[src/rtl/keypad_entry_controller.sv]
// Keypad entry controller: debounces single-key codes from a keypad priority
// encoder and shifts accepted digits into an MM:SS time-entry register.
module keypad_entry_controller #(
    parameter int unsigned DEBOUNCE_CYCLES = 4
) (
    input  logic       clk,
    input  logic       rst,
    input  logic [3:0] bcd_in,
    input  logic       valid_in,
    input  logic       clear,
    input  logic       lock,
    output logic       enablen,
    output logic [3:0] min_tens,
    output logic [3:0] min_units,
    output logic [3:0] sec_tens,
    output logic [3:0] sec_units,
    output logic [2:0] digit_count,
    output logic       digit_strobe,
    output logic       reject,
    output logic       entry_valid
);

    localparam int unsigned DIG_W   = 4;
    localparam int unsigned CNT_W   = 4;
    localparam int unsigned NUM_W   = 3;
    localparam int unsigned MAX_DIG = 4;

    typedef enum logic [1:0] {
        S_IDLE,
        S_DEBOUNCE,
        S_WAIT_RELEASE,
        S_LOCKED
    } state_t;

    state_t             state_q, state_d;
    logic [DIG_W-1:0]   cand_q, cand_d;
    logic [CNT_W-1:0]   cnt_q, cnt_d;
    logic [CNT_W-1:0]   rel_q, rel_d;
    logic [DIG_W-1:0]   min_tens_q, min_tens_d;
    logic [DIG_W-1:0]   min_units_q, min_units_d;
    logic [DIG_W-1:0]   sec_tens_q, sec_tens_d;
    logic [DIG_W-1:0]   sec_units_q, sec_units_d;
    logic [NUM_W-1:0]   count_q, count_d;
    logic               strobe_q, strobe_d;
    logic               reject_q, reject_d;
    logic               enablen_q, enablen_d;

    // Next-state, digit shift register and pulse generation
    always_comb begin
        state_d     = state_q;
        cand_d      = cand_q;
        cnt_d       = cnt_q;
        rel_d       = rel_q;
        min_tens_d  = min_tens_q;
        min_units_d = min_units_q;
        sec_tens_d  = sec_tens_q;
        sec_units_d = sec_units_q;
        count_d     = count_q;
        strobe_d    = 1'b0;
        reject_d    = 1'b0;

        case (state_q)
            S_IDLE: begin
                if (valid_in && (bcd_in <= DIG_W'(9))) begin
                    cand_d  = bcd_in;
                    cnt_d   = CNT_W'(1);
                    state_d = S_DEBOUNCE;
                end
            end
            S_DEBOUNCE: begin
                if (valid_in && (bcd_in == cand_q)) begin
                    if (cnt_q == CNT_W'(DEBOUNCE_CYCLES - 1)) begin
                        // Key accepted: capture if room, otherwise flag it
                        cnt_d   = '0;
                        rel_d   = '0;
                        state_d = S_WAIT_RELEASE;
                        if (count_q < NUM_W'(MAX_DIG)) begin
                            min_tens_d  = min_units_q;
                            min_units_d = sec_tens_q;
                            sec_tens_d  = sec_units_q;
                            sec_units_d = cand_q;
                            count_d     = count_q + NUM_W'(1);
                            strobe_d    = 1'b1;
                        end else begin
                            reject_d = 1'b1;
                        end
                    end else begin
                        cnt_d = cnt_q + CNT_W'(1);
                    end
                end else begin
                    cnt_d   = '0;
                    state_d = S_IDLE;
                end
            end
            S_WAIT_RELEASE: begin
                if (valid_in) begin
                    rel_d = '0;
                end else if (rel_q == CNT_W'(DEBOUNCE_CYCLES - 1)) begin
                    rel_d   = '0;
                    state_d = S_IDLE;
                end else begin
                    rel_d = rel_q + CNT_W'(1);
                end
            end
            S_LOCKED: begin
                // Unlock waits for a release so a key held across unlock is ignored
                rel_d   = '0;
                state_d = S_WAIT_RELEASE;
            end
            default: begin
                state_d = S_IDLE;
            end
        endcase

        // Lock abandons any debounce and freezes the entry
        if (lock) begin
            state_d     = S_LOCKED;
            cnt_d       = '0;
            rel_d       = '0;
            min_tens_d  = min_tens_q;
            min_units_d = min_units_q;
            sec_tens_d  = sec_tens_q;
            sec_units_d = sec_units_q;
            count_d     = count_q;
            strobe_d    = 1'b0;
            reject_d    = 1'b0;
        end

        // Clear wins over any acceptance in the same cycle
        if (clear) begin
            state_d     = lock ? S_LOCKED : S_IDLE;
            cnt_d       = '0;
            rel_d       = '0;
            min_tens_d  = '0;
            min_units_d = '0;
            sec_tens_d  = '0;
            sec_units_d = '0;
            count_d     = '0;
            strobe_d    = 1'b0;
            reject_d    = 1'b0;
        end

        enablen_d = (state_d == S_LOCKED);
    end

    // State and output registers with synchronous reset
    always_ff @(posedge clk) begin
        if (rst) begin
            state_q     <= S_IDLE;
            cand_q      <= '0;
            cnt_q       <= '0;
            rel_q       <= '0;
            min_tens_q  <= '0;
            min_units_q <= '0;
            sec_tens_q  <= '0;
            sec_units_q <= '0;
            count_q     <= '0;
            strobe_q    <= 1'b0;
            reject_q    <= 1'b0;
            enablen_q   <= 1'b1;
        end else begin
            state_q     <= state_d;
            cand_q      <= cand_d;
            cnt_q       <= cnt_d;
            rel_q       <= rel_d;
            min_tens_q  <= min_tens_d;
            min_units_q <= min_units_d;
            sec_tens_q  <= sec_tens_d;
            sec_units_q <= sec_units_d;
            count_q     <= count_d;
            strobe_q    <= strobe_d;
            reject_q    <= reject_d;
            enablen_q   <= enablen_d;
        end
    end

    // Output mapping; entry_valid decodes the registered entry
    always_comb begin
        enablen      = enablen_q;
        min_tens     = min_tens_q;
        min_units    = min_units_q;
        sec_tens     = sec_tens_q;
        sec_units    = sec_units_q;
        digit_count  = count_q;
        digit_strobe = strobe_q;
        reject       = reject_q;
        entry_valid  = (count_q != '0) && (sec_tens_q <= DIG_W'(5));
    end

endmodule
[config.mk]
export PLATFORM = sky130hd
export DESIGN_NAME = keypad_entry_controller
export DESIGN_NICKNAME = d
export VERILOG_FILES = /design/src/rtl/keypad_entry_controller.sv
export SDC_FILE = /design/constraint.sdc
export NUM_CORES = 1
export LEC_CHECK = 0
export BUFFER_PORTS_ARGS = -buffer_cell sky130_fd_sc_hd__buf_2
export CORE_UTILIZATION = 58
export CTS_CLUSTER_SIZE = 30
export DETAILED_ROUTE_END_ITERATION = 10
export GPL_TIMING_DRIVEN = 0
export PLACE_DENSITY = 0.83
export SYNTH_ARGS = -nofsm -noshare
export SYNTH_HDL_FRONTEND = slang
export SYNTH_SLANG_ARGS = --single-unit
export TNS_END_PERCENT = 10
[constraint.sdc]
create_clock -name clk -period 2.4 [get_ports clk]
set_input_delay 0.48 -clock clk [delete_from_list [all_inputs] [get_ports clk]]
set_output_delay 0.48 -clock clk [all_outputs]
set_load 0.1 [all_outputs]
==> results.sh, run 1 <==
export IMPL_outcome="finished, final reports clean"
export IMPL_antenna_found_initial=0
export IMPL_combinationalPowerShare=0.080
export IMPL_synth_sequential_area_ratio=0.4264
export IMPL_period_minus_slack_ns=2.139
export IMPL_setup_viol_count_final=0
export IMPL_num_rows=19
export IMPL_post_cts_resize_count=0
export IMPL_proportion_of_synthesized_flip_flops_having_asynchronous_set_or_reset=0
export IMPL_grt_max_degree=12
export IMPL_timing_worst_setup_path_type="reg -> out"
export IMPL_die_width_um=55.99
export IMPL_worstSkewPairLatency_ns=0.35
export IMPL_drv_max_cap_violation_count=0
export IMPL_post_layout_total_power_uw=1014
export IMPL_wl_um=3560
export IMPL_drv_slew=0
export IMPL_gp_routability_congestion=0.8761
export IMPL_setup_repair_bufs_after_cts=0
export IMPL_drt_vias_per_instance=5.825
export IMPL_effective_utilization_at_floorplan=0.6130
export IMPL_final_antenna_net_count=0
export IMPL_power_density_nw_per_um2=518.9
export IMPL_flip_flop_and_latch_count_after_synthesis=36
export IMPL_firstDrtPassIters=4
export IMPL_finalSetupTns_ns=0
export IMPL_synth_edf_count=0
export IMPL_p_sw_frac=0.2598
export IMPL_worstPathMaxFanout=5
export IMPL_cts_root_to_sink_buffers=2
export IMPL_multi_input_area_sq_um=880.8
export IMPL_finalHoldViolations=0
export IMPL_mappedNetlistNets=195
export IMPL_critPathArrivalTime_ns=1.66
export IMPL_yosys_most_used_dff="sky130_fd_sc_hd__dfxtp_1"
export IMPL_portBuffers=30
export IMPL_leakage_uw=0.0007961
export IMPL_floorplan_die_area_sq_um=3134
export IMPL_top_level_ports=32
export IMPL_htreeDepth=2
export IMPL_holdCritPathClass="in -> reg"
export IMPL_synth_area_sq_um=1690
export IMPL_post_dp_cell_area_sq_um=1901
export IMPL_place_detailed_instances=243
export IMPL_core_region_area_sq_um=2758
export IMPL_wl_per_cell_um=14.18
export IMPL_grt_first_pass_wirelength_um=6016
export IMPL_max_freq_mhz=467.6
export IMPL_antenna_diode_count=0
export IMPL_floorplan_die_height_um=55.99
export IMPL_num_nets_final=232
export IMPL_grt_pass1_vias=1431
export IMPL_initialDrtViolationCount=54
export IMPL_worst_setup_path_end_kind="output pin"
export IMPL_max_slew_headroom_at_the_worst_pin=0.6753
export IMPL_p_seq_frac=0.603
export IMPL_fillers=224
export IMPL_area_added_between_synthesis_and_finish_pct=15.62
export IMPL_tritoncts="done"
export IMPL_post_layout_nonfiller_instances=251
export IMPL_synth_distinct_cells=44
export IMPL_worst_slew_pin_transition_ns=0.4904
export IMPL_cts_buf_count=5
export IMPL_vdd_ir_drop_max_mv=0.4790
export IMPL_globalRouteTotalUtil=0.2445
export IMPL_critical_path_data_required_time_ns=1.92
export IMPL_yosysWarningCount=0
export IMPL_vias=1462
export IMPL_p_int_uw=750.7
export IMPL_pwr_share_clk=0.318
export IMPL_min_period_over_period=0.8911
export IMPL_number_of_clock_sinks_seen_by_cts=36
export IMPL_post_cts_hold_buffer_count=0
export IMPL_cts_reportedPaths_clkPinSlew_ns=0.12
export IMPL_synthesis_instances=182
export IMPL_critical_path_startpoint_type="register"
export IMPL_grt_overflow_total=0
export IMPL_summed_area_of_non_filler_cells_in_the_final_layout_sq_um=1954
export IMPL_drc_errors=0
export IMPL_post_route_cells_drive_above_1_share=0.2455
export IMPL_register_area_sq_um=724.4
export IMPL_synthesis_area_per_instance_sq_um=9.288
export IMPL_finalClockSkew_ns=0.01801
export IMPL_grt_setup_unrepaired="false"
export IMPL_switchingPower_uw=263.5
export IMPL_dp_hpwl_um=2709
export IMPL_clock_root_buffer="sky130_fd_sc_hd__clkbuf_4"
-- metrics by stage --
| step | setup WS [ns] | hold slack, ns | utilization |
|---|---|---|---|
| after global placement | 0.5572 | 0.4414 | 0.6892 |
| after detailed placement | 0.5158 | 0.4474 | 0.6892 |
| after floorplan | 0.02803 | 0.4545 | - |
| after CTS | 0.2363 | 0.3059 | 0.7087 |
| final | 0.2613 | 0.3147 | 0.7087 |
| after global routing | 0.1905 | 0.3143 | 0.7087 |
-- Yosys cell counts (3+ instances only) --
master | n | area share
sky130_fd_sc_hd__dfxtp_1 | 36 | 0.43
sky130_fd_sc_hd__ha_1 | 4 | 0.030
sky130_fd_sc_hd__nor2_1 | 17 | 0.038
sky130_fd_sc_hd__o21ai_0 | 4 | 0.012
sky130_fd_sc_hd__and3_1 | 3 | 0.011
sky130_fd_sc_hd__nand4_1 | 5 | 0.019
sky130_fd_sc_hd__mux2i_1 | 22 | 0.13
sky130_fd_sc_hd__clkbuf_1 | 3 | 0.0067
sky130_fd_sc_hd__nand2_1 | 31 | 0.069
sky130_fd_sc_hd__inv_1 | 6 | 0.013
sky130_fd_sc_hd__nand3_1 | 6 | 0.018
sky130_fd_sc_hd__nand4b_1 | 3 | 0.016
-- power groups by stage --
| stage | Clock (uW) | Sequential [uW] | Combinational [uW] |
|---|---|---|---|
| 5_1_grt | 347 | 612 | 89.5 |
| 2_1_floorplan | 0 | 629 | 50.7 |
| 6_report | 322 | 611 | 80.7 |
| 3_3_place_gp | 0 | 624 | 77.9 |
| 3_5_place_dp | 0 | 625 | 80.7 |
| 4_1_cts | 327 | 611 | 80.7 |
-- cells by family after synthesis --
| group | count (synthesis) | synth area share |
|---|---|---|
| AO/OA/AOI/OAI | 18 | 0.07550 |
| XOR/XNOR | 3 | 0.01555 |
| adder cells (fa/ha/maj) | 4 | 0.02961 |
| buffers and inverters | 15 | 0.06292 |
| flip-flops | 36 | 0.4264 |
| multiplexers | 22 | 0.1303 |
| AND/OR/NAND/NOR | 84 | 0.2598 |
-- critical path, cell delays in order, from the launching register on --
cell                       delay, ns
sky130_fd_sc_hd__dfxtp_2        0.38
sky130_fd_sc_hd__inv_1          0.05
sky130_fd_sc_hd__ha_1           0.22
sky130_fd_sc_hd__a221oi_4       0.21
sky130_fd_sc_hd__buf_2          0.46
-- metal layers --
layer / part of all wire / track usage / wire [um] / up-vias
met5: 0 / 0 / 0 / -
met1: 0.43 / 0.2737 / 1517 / 686
met4: 0.026 / 0.1359 / 94 / 0
met3: 0.044 / 0.05116 / 155 / 13
li1: - / - / - / 715
met2: 0.50 / 0.4286 / 1792 / 48
-- layout make-up --
class | instances | area share
plain buffers | 9 | 0.04289
clock buffers | 7 | 0.02305
clock inverters | 1 | 0.004481
inverters | 6 | 0.01152
multi-input cells | 131 | 0.4507
flip-flops and latches | 36 | 0.3707
well taps | 31 | 0.01985
repair buffers | 30 | 0.07682
-- registers in the layout (all words and copies together) (netlist names) --
register      flops
enablen           1
digit_strobe      1
digit_count       3
rel_q             4
reject            1
cand_q            4
cnt_q             4
state_q           2
sec_tens          4
sec_units         4
min_units         4
min_tens          4
-- worst paths after layout --
kind / from / end / slack, ns / cells after the start
setup / recovery: digit_count[0] / entry_valid / 0.26 / 4
hold / removal: rst / cand_q[2] / 0.31 / 2
setup reg to reg: cnt_q[0] / sec_units[2] / 0.47 / 7
hold reg to reg: min_tens[0] / min_tens[0] / 0.46 / 2
-- placed cells by master, fill, tap and decap left out, types with 2 or more instances in the layout --
cell type and n:
sky130_fd_sc_hd__and3_1 3, sky130_fd_sc_hd__and4_1 2, sky130_fd_sc_hd__buf_12 2, sky130_fd_sc_hd__buf_2 32
sky130_fd_sc_hd__buf_6 2, sky130_fd_sc_hd__clkbuf_1 5, sky130_fd_sc_hd__clkbuf_4 5, sky130_fd_sc_hd__dfxtp_1 33
sky130_fd_sc_hd__dfxtp_2 3, sky130_fd_sc_hd__ha_1 4, sky130_fd_sc_hd__inv_1 6, sky130_fd_sc_hd__mux2i_1 22
sky130_fd_sc_hd__nand2_1 31, sky130_fd_sc_hd__nand3_1 6, sky130_fd_sc_hd__nand3b_1 2, sky130_fd_sc_hd__nand4_1 5
sky130_fd_sc_hd__nand4b_1 3, sky130_fd_sc_hd__nor2_1 17, sky130_fd_sc_hd__nor2b_1 2, sky130_fd_sc_hd__nor3_1 2
sky130_fd_sc_hd__o211ai_1 2, sky130_fd_sc_hd__o21ai_0 4, sky130_fd_sc_hd__or2_2 2, sky130_fd_sc_hd__xor2_1 2
Note: power is estimated with default switching activity, not from simulation.
==> run 2: changes to the inputs <==
--- a/config.mk
+++ b/config.mk
@@ -5,12 +5,13 @@
 export SDC_FILE = /design/constraint.sdc
 export NUM_CORES = 1
 export LEC_CHECK = 0
+export ABC_AREA = 1
 export BUFFER_PORTS_ARGS = -buffer_cell sky130_fd_sc_hd__buf_2
-export CORE_UTILIZATION = 58
+export CORE_UTILIZATION = 59
 export CTS_CLUSTER_SIZE = 30
 export DETAILED_ROUTE_END_ITERATION = 10
 export GPL_TIMING_DRIVEN = 0
-export PLACE_DENSITY = 0.83
+export PLACE_DENSITY = 0.84
 export SYNTH_ARGS = -nofsm -noshare
 export SYNTH_HDL_FRONTEND = slang
 export SYNTH_SLANG_ARGS = --single-unit
==> results.sh, run 2 <==
export IMPL_finalHoldViolations=0
export IMPL_max_slew_headroom_at_the_worst_pin=0.6787
export IMPL_max_freq_mhz=461.1
export IMPL_holdCritPathClass="in -> reg"
export IMPL_vias=1768
export IMPL_netlist_area_leader_share=0.3967
export IMPL_flip_flop_and_latch_count_after_synthesis=36
export IMPL_mappedNetlistNets=280
export IMPL_grt_setup_unrepaired="false"
export IMPL_drv_max_cap_violation_count=0
export IMPL_violations="design-rule violations"
export IMPL_critical_path_max_stage_delay_ns=0.46
export IMPL_summed_area_of_non_filler_cells_in_the_final_layout_sq_um=2091
export IMPL_post_layout_total_power_uw=1051
export IMPL_critical_path_data_required_time_ns=1.92
export IMPL_finalSetupTns_ns=0
export IMPL_netlist_top_cells_count="62 x sky130_fd_sc_hd__nand2_1, 51 x sky130_fd_sc_hd__inv_1, 36 x sky130_fd_sc_hd__dfxtp_1"
export IMPL_worst_setup_path_end_kind="output pin"
export IMPL_gp_routability_congestion=0.8342
export IMPL_cts_reportedPaths_clkPinSlew_ns=0.10
export IMPL_timing_worst_setup_path_type="reg -> out"
export IMPL_critPathSlowestCell="sky130_fd_sc_hd__buf_2"
export IMPL_post_cts_hold_buffer_count=0
export IMPL_r2r_cells=8
export IMPL_synthTopCellsByArea="sky130_fd_sc_hd__dfxtp_1 40%, sky130_fd_sc_hd__nand2_1 13%, sky130_fd_sc_hd__inv_1 11%"
export IMPL_leakage_uw=0.0009770
export IMPL_antenna_diode_count=0
export IMPL_synthesis_area_per_instance_sq_um=6.804
export IMPL_tritoncts="done"
export IMPL_num_nets_final=318
export IMPL_drc_errors=3
export IMPL_cpLargestDelayFamily="buffers and inverters"
export IMPL_drt_vias_per_instance=5.246
export IMPL_critical_path_startpoint_type="register"
export IMPL_clock_root_buffer="sky130_fd_sc_hd__clkbuf_4"
export IMPL_initialDrtViolationCount=111
export IMPL_worstPathMaxFanout=4
export IMPL_vdd_ir_drop_max_mv=0.4747
export IMPL_num_rows=19
export IMPL_firstDrtPassIters=7
export IMPL_effective_utilization_at_floorplan=0.6422
export IMPL_drv_slew=0
export IMPL_yosysMostFrequentCell="sky130_fd_sc_hd__nand2_1"
export IMPL_post_dp_cell_area_sq_um=2032
export IMPL_global_route_usage_met1=0.3319
export IMPL_most_common_layout_cells="62 x sky130_fd_sc_hd__nand2_1, 51 x sky130_fd_sc_hd__inv_1, 34 x sky130_fd_sc_hd__buf_2, 33 x sky130_fd_sc_hd__dfxtp_1, 27 x sky130_fd_sc_hd__nor2_1"
export IMPL_setup_viol_count_final=0
export IMPL_cts_buf_count=5
export IMPL_grt_most_used_layer="met2"
export IMPL_grt_overflow_total=0
export IMPL_synth_area_sq_um=1817
export IMPL_wl_um=3832
export IMPL_power_density_nw_per_um2=502.6
export IMPL_worst_path_stages=4
export IMPL_yosys_most_used_dff="sky130_fd_sc_hd__dfxtp_1"
export IMPL_cell_chain_critical_path="inv_1 -> ha_1 -> a221oi_4 -> buf_2"
export IMPL_final_common_cell="sky130_fd_sc_hd__nand2_1"
export IMPL_grt_use_met3=0.06349
export IMPL_dp_hpwl_um=2779
export IMPL_setup_repair_bufs_after_cts=0
export IMPL_finalClockSkew_ns=0.007492
export IMPL_number_of_clock_sinks_seen_by_cts=36
export IMPL_floorplan_die_height_um=57.49
export IMPL_globalRouteTotalUtil=0.2499
export IMPL_synth_sequential_area_ratio=0.3967
export IMPL_core_region_area_sq_um=2829
export IMPL_synthesis_instances=267
export IMPL_top_level_ports=32
export IMPL_proportion_of_synthesized_flip_flops_having_asynchronous_set_or_reset=0
export IMPL_timing_critical_path_buf_inv=2
export IMPL_wl_per_cell_um=11.37
export IMPL_outcome="finished with violations"
export IMPL_post_route_cells_drive_above_1_share=0.1895
export IMPL_min_period_over_period=0.9036
export IMPL_hold_depth=2
export IMPL_worstSkewPairLatency_ns=0.34
export IMPL_die_width_um=57.49
export IMPL_area_added_between_synthesis_and_finish_pct=15.08
export IMPL_portBuffers=31
export IMPL_yosysWarningCount=0
export IMPL_grt_max_degree=11
export IMPL_htreeDepth=2
export IMPL_cts_root_to_sink_buffers=2
export IMPL_post_cts_resize_count=0
export IMPL_synth_top_area_cell="sky130_fd_sc_hd__dfxtp_1"
export IMPL_grt_util_met2=0.3920
export IMPL_grt_pass1_vias=1488
export IMPL_floorplan_die_area_sq_um=3305
export IMPL_antenna_found_initial=0
export IMPL_fillers=247
export IMPL_worst_slew_pin_transition_ns=0.4853
export IMPL_synth_edf_count=0
export IMPL_period_minus_slack_ns=2.169
export IMPL_critPathArrivalTime_ns=1.69
export IMPL_synth_distinct_cells=27
export IMPL_grt_first_pass_wirelength_um=6396
export IMPL_final_antenna_net_count=0
run 2: logic make-up after synthesis:
logic type,share of synthesized area
XOR/XNOR,0.01447
flip-flops,0.3967
AND/OR/NAND/NOR,0.3375
buffers and inverters,0.1384
adder cells (fa/ha/maj),0.02755
AO/OA/AOI/OAI,0.08540
run 2: power breakdown:
group	total (uW)	internal (uW)	switching, uW	leakage (uW)
sequential	611	606	5.85	0.000293
clock	339	145	195	0.0000326
combinational	100	27.4	72.8	0.000651
run 2: per-layer routing:
layer	vias to the layer above	wire, um
met3	8	196
met5	-	0
met4	0	59
li1	920	-
met1	804	1834
met2	36	1741
run 2: final timing paths:
path | to | slack [ns] | start
max | entry_valid | 0.23 | digit_count[0]
min reg2reg | digit_strobe | 0.48 | digit_count[2]
min | state_q[0] | 0.35 | rst
max reg2reg | state_q[1] | 0.86 | cnt_q[0]
run 2: stage by stage:
step / setup slack, ns / hold WS [ns] / cells / util
2_1_floorplan: 0.003255 / 0.4580 / 267 / -
3_3_place_gp: 0.6175 / 0.4736 / 329 / 0.7183
3_5_place_dp: 0.6117 / 0.4695 / 329 / 0.7183
4_1_cts: 0.2285 / 0.3451 / 337 / 0.7391
5_1_grt: 0.1654 / 0.3436 / 337 / 0.7391
6_report: 0.2313 / 0.3503 / 337 / 0.7391
run 2: layout make-up:
type	instances	area, sq um	area share
multi-input combinational	168	862.1	0.4123
sequential	36	724.4	0.3465
inverter	56	210.2	0.1005
timing repair buffer	31	155.1	0.07421
clock buffer	8	58.81	0.02813
buffer	7	41.29	0.01975
tap	31	38.79	0.01855
==> run 3: changes to the inputs <==
--- a/config.mk
+++ b/config.mk
@@ -7,11 +7,13 @@
 export LEC_CHECK = 0
 export ABC_AREA = 1
 export BUFFER_PORTS_ARGS = -buffer_cell sky130_fd_sc_hd__buf_2
-export CORE_UTILIZATION = 59
+export CORE_UTILIZATION = 60
+export CTS_BUF_LIST = sky130_fd_sc_hd__clkbuf_2 sky130_fd_sc_hd__clkbuf_4 sky130_fd_sc_hd__clkbuf_8
 export CTS_CLUSTER_SIZE = 30
 export DETAILED_ROUTE_END_ITERATION = 10
 export GPL_TIMING_DRIVEN = 0
-export PLACE_DENSITY = 0.84
+export PLACE_DENSITY = 0.85
+export RECOVER_POWER = 100
 export SYNTH_ARGS = -nofsm -noshare
 export SYNTH_HDL_FRONTEND = slang
 export SYNTH_SLANG_ARGS = --single-unit
==> results.sh, run 3 (same netlist as run 2, synthesis figures left out) <==
export IMPL_effective_utilization_at_floorplan=0.6476
export IMPL_cts_root_to_sink_buffers=2
export IMPL_num_rows=19
export IMPL_grt_first_pass_wirelength_um=6244
export IMPL_critPathArrivalTime_ns=1.72
export IMPL_globalRouteTotalUtil=0.2480
export IMPL_violations="design-rule violations"
export IMPL_drt_vias_per_instance=5.262
export IMPL_top_level_ports=32
export IMPL_drv_max_cap_violation_count=0
export IMPL_dp_hpwl_um=2890
export IMPL_number_of_clock_sinks_seen_by_cts=36
export IMPL_grt_setup_unrepaired="false"
export IMPL_r2r_cells=9
export IMPL_most_common_layout_cells="62 x sky130_fd_sc_hd__nand2_1, 52 x sky130_fd_sc_hd__inv_1, 33 x sky130_fd_sc_hd__dfxtp_1, 29 x sky130_fd_sc_hd__nor2_1, 26 x sky130_fd_sc_hd__clkbuf_1"
export IMPL_fillers=272
export IMPL_worstSkewPairLatency_ns=0.34
export IMPL_clock_root_buffer="sky130_fd_sc_hd__clkbuf_4"
export IMPL_cell_chain_critical_path="inv_1 -> ha_1 -> a221oi_4 -> clkbuf_2"
export IMPL_wl_per_cell_um=11.90
export IMPL_finalSetupTns_ns=0
export IMPL_grt_pass1_vias=1478
export IMPL_gp_routability_congestion=0.8077
export IMPL_antenna_diode_count=0
export IMPL_wl_met2_um=1892
export IMPL_max_freq_mhz=455.1
export IMPL_initialDrtViolationCount=92
export IMPL_worst_setup_path_end_kind="output pin"
export IMPL_grt_overflow_total=0
export IMPL_timing_worst_setup_path_type="reg -> out"
export IMPL_post_route_cells_drive_above_1_share=0.09836
export IMPL_firstDrtPassIters=7
export IMPL_floorplan_die_area_sq_um=3252
export IMPL_hold_depth=2
export IMPL_die_width_um=57.03
export IMPL_post_cts_resize_count=0
export IMPL_route_met3_wl_um=243
export IMPL_critical_path_data_required_time_ns=1.92
export IMPL_power_density_nw_per_um2=524.3
export IMPL_htreeDepth=2
export IMPL_wl_um=3998
export IMPL_area_added_between_synthesis_and_finish_pct=11.71
export IMPL_vdd_ir_drop_max_mv=0.3304
export IMPL_min_period_over_period=0.9156
export IMPL_grt_max_degree=11
export IMPL_post_cts_hold_buffer_count=0
export IMPL_cts_buf_count=5
export IMPL_finalClockSkew_ns=0.007072
export IMPL_drv_slew=0
export IMPL_outcome="finished with violations"
export IMPL_final_common_cell="sky130_fd_sc_hd__nand2_1"
export IMPL_holdCritPathClass="in -> reg"
export IMPL_tritoncts="done"
export IMPL_cpLargestDelayFamily="buffers and inverters"
export IMPL_max_slew_headroom_at_the_worst_pin=0.2220
export IMPL_finalHoldViolations=0
export IMPL_worstPathMaxFanout=4
export IMPL_route_top_layer_used="met4"
export IMPL_setup_viol_count_final=0
export IMPL_worst_path_stages=4
export IMPL_vias=1768
export IMPL_num_nets_final=318
export IMPL_critical_path_startpoint_type="register"
export IMPL_core_region_area_sq_um=2805
export IMPL_layout_core_utilization=0.7235
export IMPL_wirelength_met1_um=1832
export IMPL_drc_errors=2
export IMPL_timing_critical_path_buf_inv=2
export IMPL_portBuffers=31
export IMPL_floorplan_die_height_um=57.03
export IMPL_leakage_uw=0.0008733
export IMPL_critPathSlowestCell="sky130_fd_sc_hd__clkbuf_2"
export IMPL_final_antenna_net_count=0
export IMPL_worst_slew_pin_transition_ns=1.172
export IMPL_antenna_found_initial=0
export IMPL_cts_reportedPaths_clkPinSlew_ns=0.10
export IMPL_setup_repair_bufs_after_cts=0
export IMPL_critical_path_max_stage_delay_ns=0.49
export IMPL_period_minus_slack_ns=2.197
## run 3: cell types whose count changed in the layout (fill, tap and decap cells not counted), moves of 2 or more
cell / change
sky130_fd_sc_hd__buf_2: -25
sky130_fd_sc_hd__clkbuf_1: +23
sky130_fd_sc_hd__clkbuf_2: +2
sky130_fd_sc_hd__nor2_4: -2
sky130_fd_sc_hd__nor2_1: +2
## run 3: stage by stage
stage / power, uW / cells / area (sq um) / hold WS, ns / setup slack [ns]
global placement: 721.1 / 329 / 2032 / 0.4776 / 0.6175
detailed placement: 722.1 / 329 / 2032 / 0.4703 / 0.6118
global route: 1116 / 336 / 2029 / 0.3708 / 0.08566
floorplan: 693.6 / 267 / 1838 / 0.4580 / 0.003255
CTS: 1076 / 336 / 2097 / 0.3320 / 0.2224
finish: 1064 / 336 / 2029 / 0.3864 / 0.2026
## run 3: final cells by class
class                      count  area, sq um  area share
multi-input combinational    168        834.6      0.4112
buffer                         7        28.78     0.01418
inverter                      56        210.2      0.1036
tap                           31        38.79     0.01911
timing repair buffer          31        127.6     0.06289
clock buffer                   7        65.06     0.03206
sequential                    36        724.4      0.3570
## run 3: worst paths after layout
check / from / end / slack [ns]
hold / removal: lock / digit_strobe / 0.39
hold reg to reg: digit_count[2] / digit_strobe / 0.49
setup reg to reg: cand_q[0] / digit_count[1] / 0.26
setup / recovery: digit_count[0] / entry_valid / 0.20
## run 3: worst reg2reg max path, delay by kind of cell, from the launching register on
family | cells | cell delay, ns
flip-flops | 1 | 0.35
buffers and inverters | 3 | 0.47
AO/OA/AOI/OAI | 1 | 0.17
AND/OR/NAND/NOR | 5 | 1.09
## run 3: power breakdown
part           switching [uW]  internal [uW]
combinational            68.9           26.2
clock                     192            166
sequential               5.85            605
## run 3: metal layers
metal	track usage	vias to the layer above
li1	-	923
met1	0.3194	794
met2	0.4084	46
met3	0.07483	5
met4	0.06272	0
met5	0	-
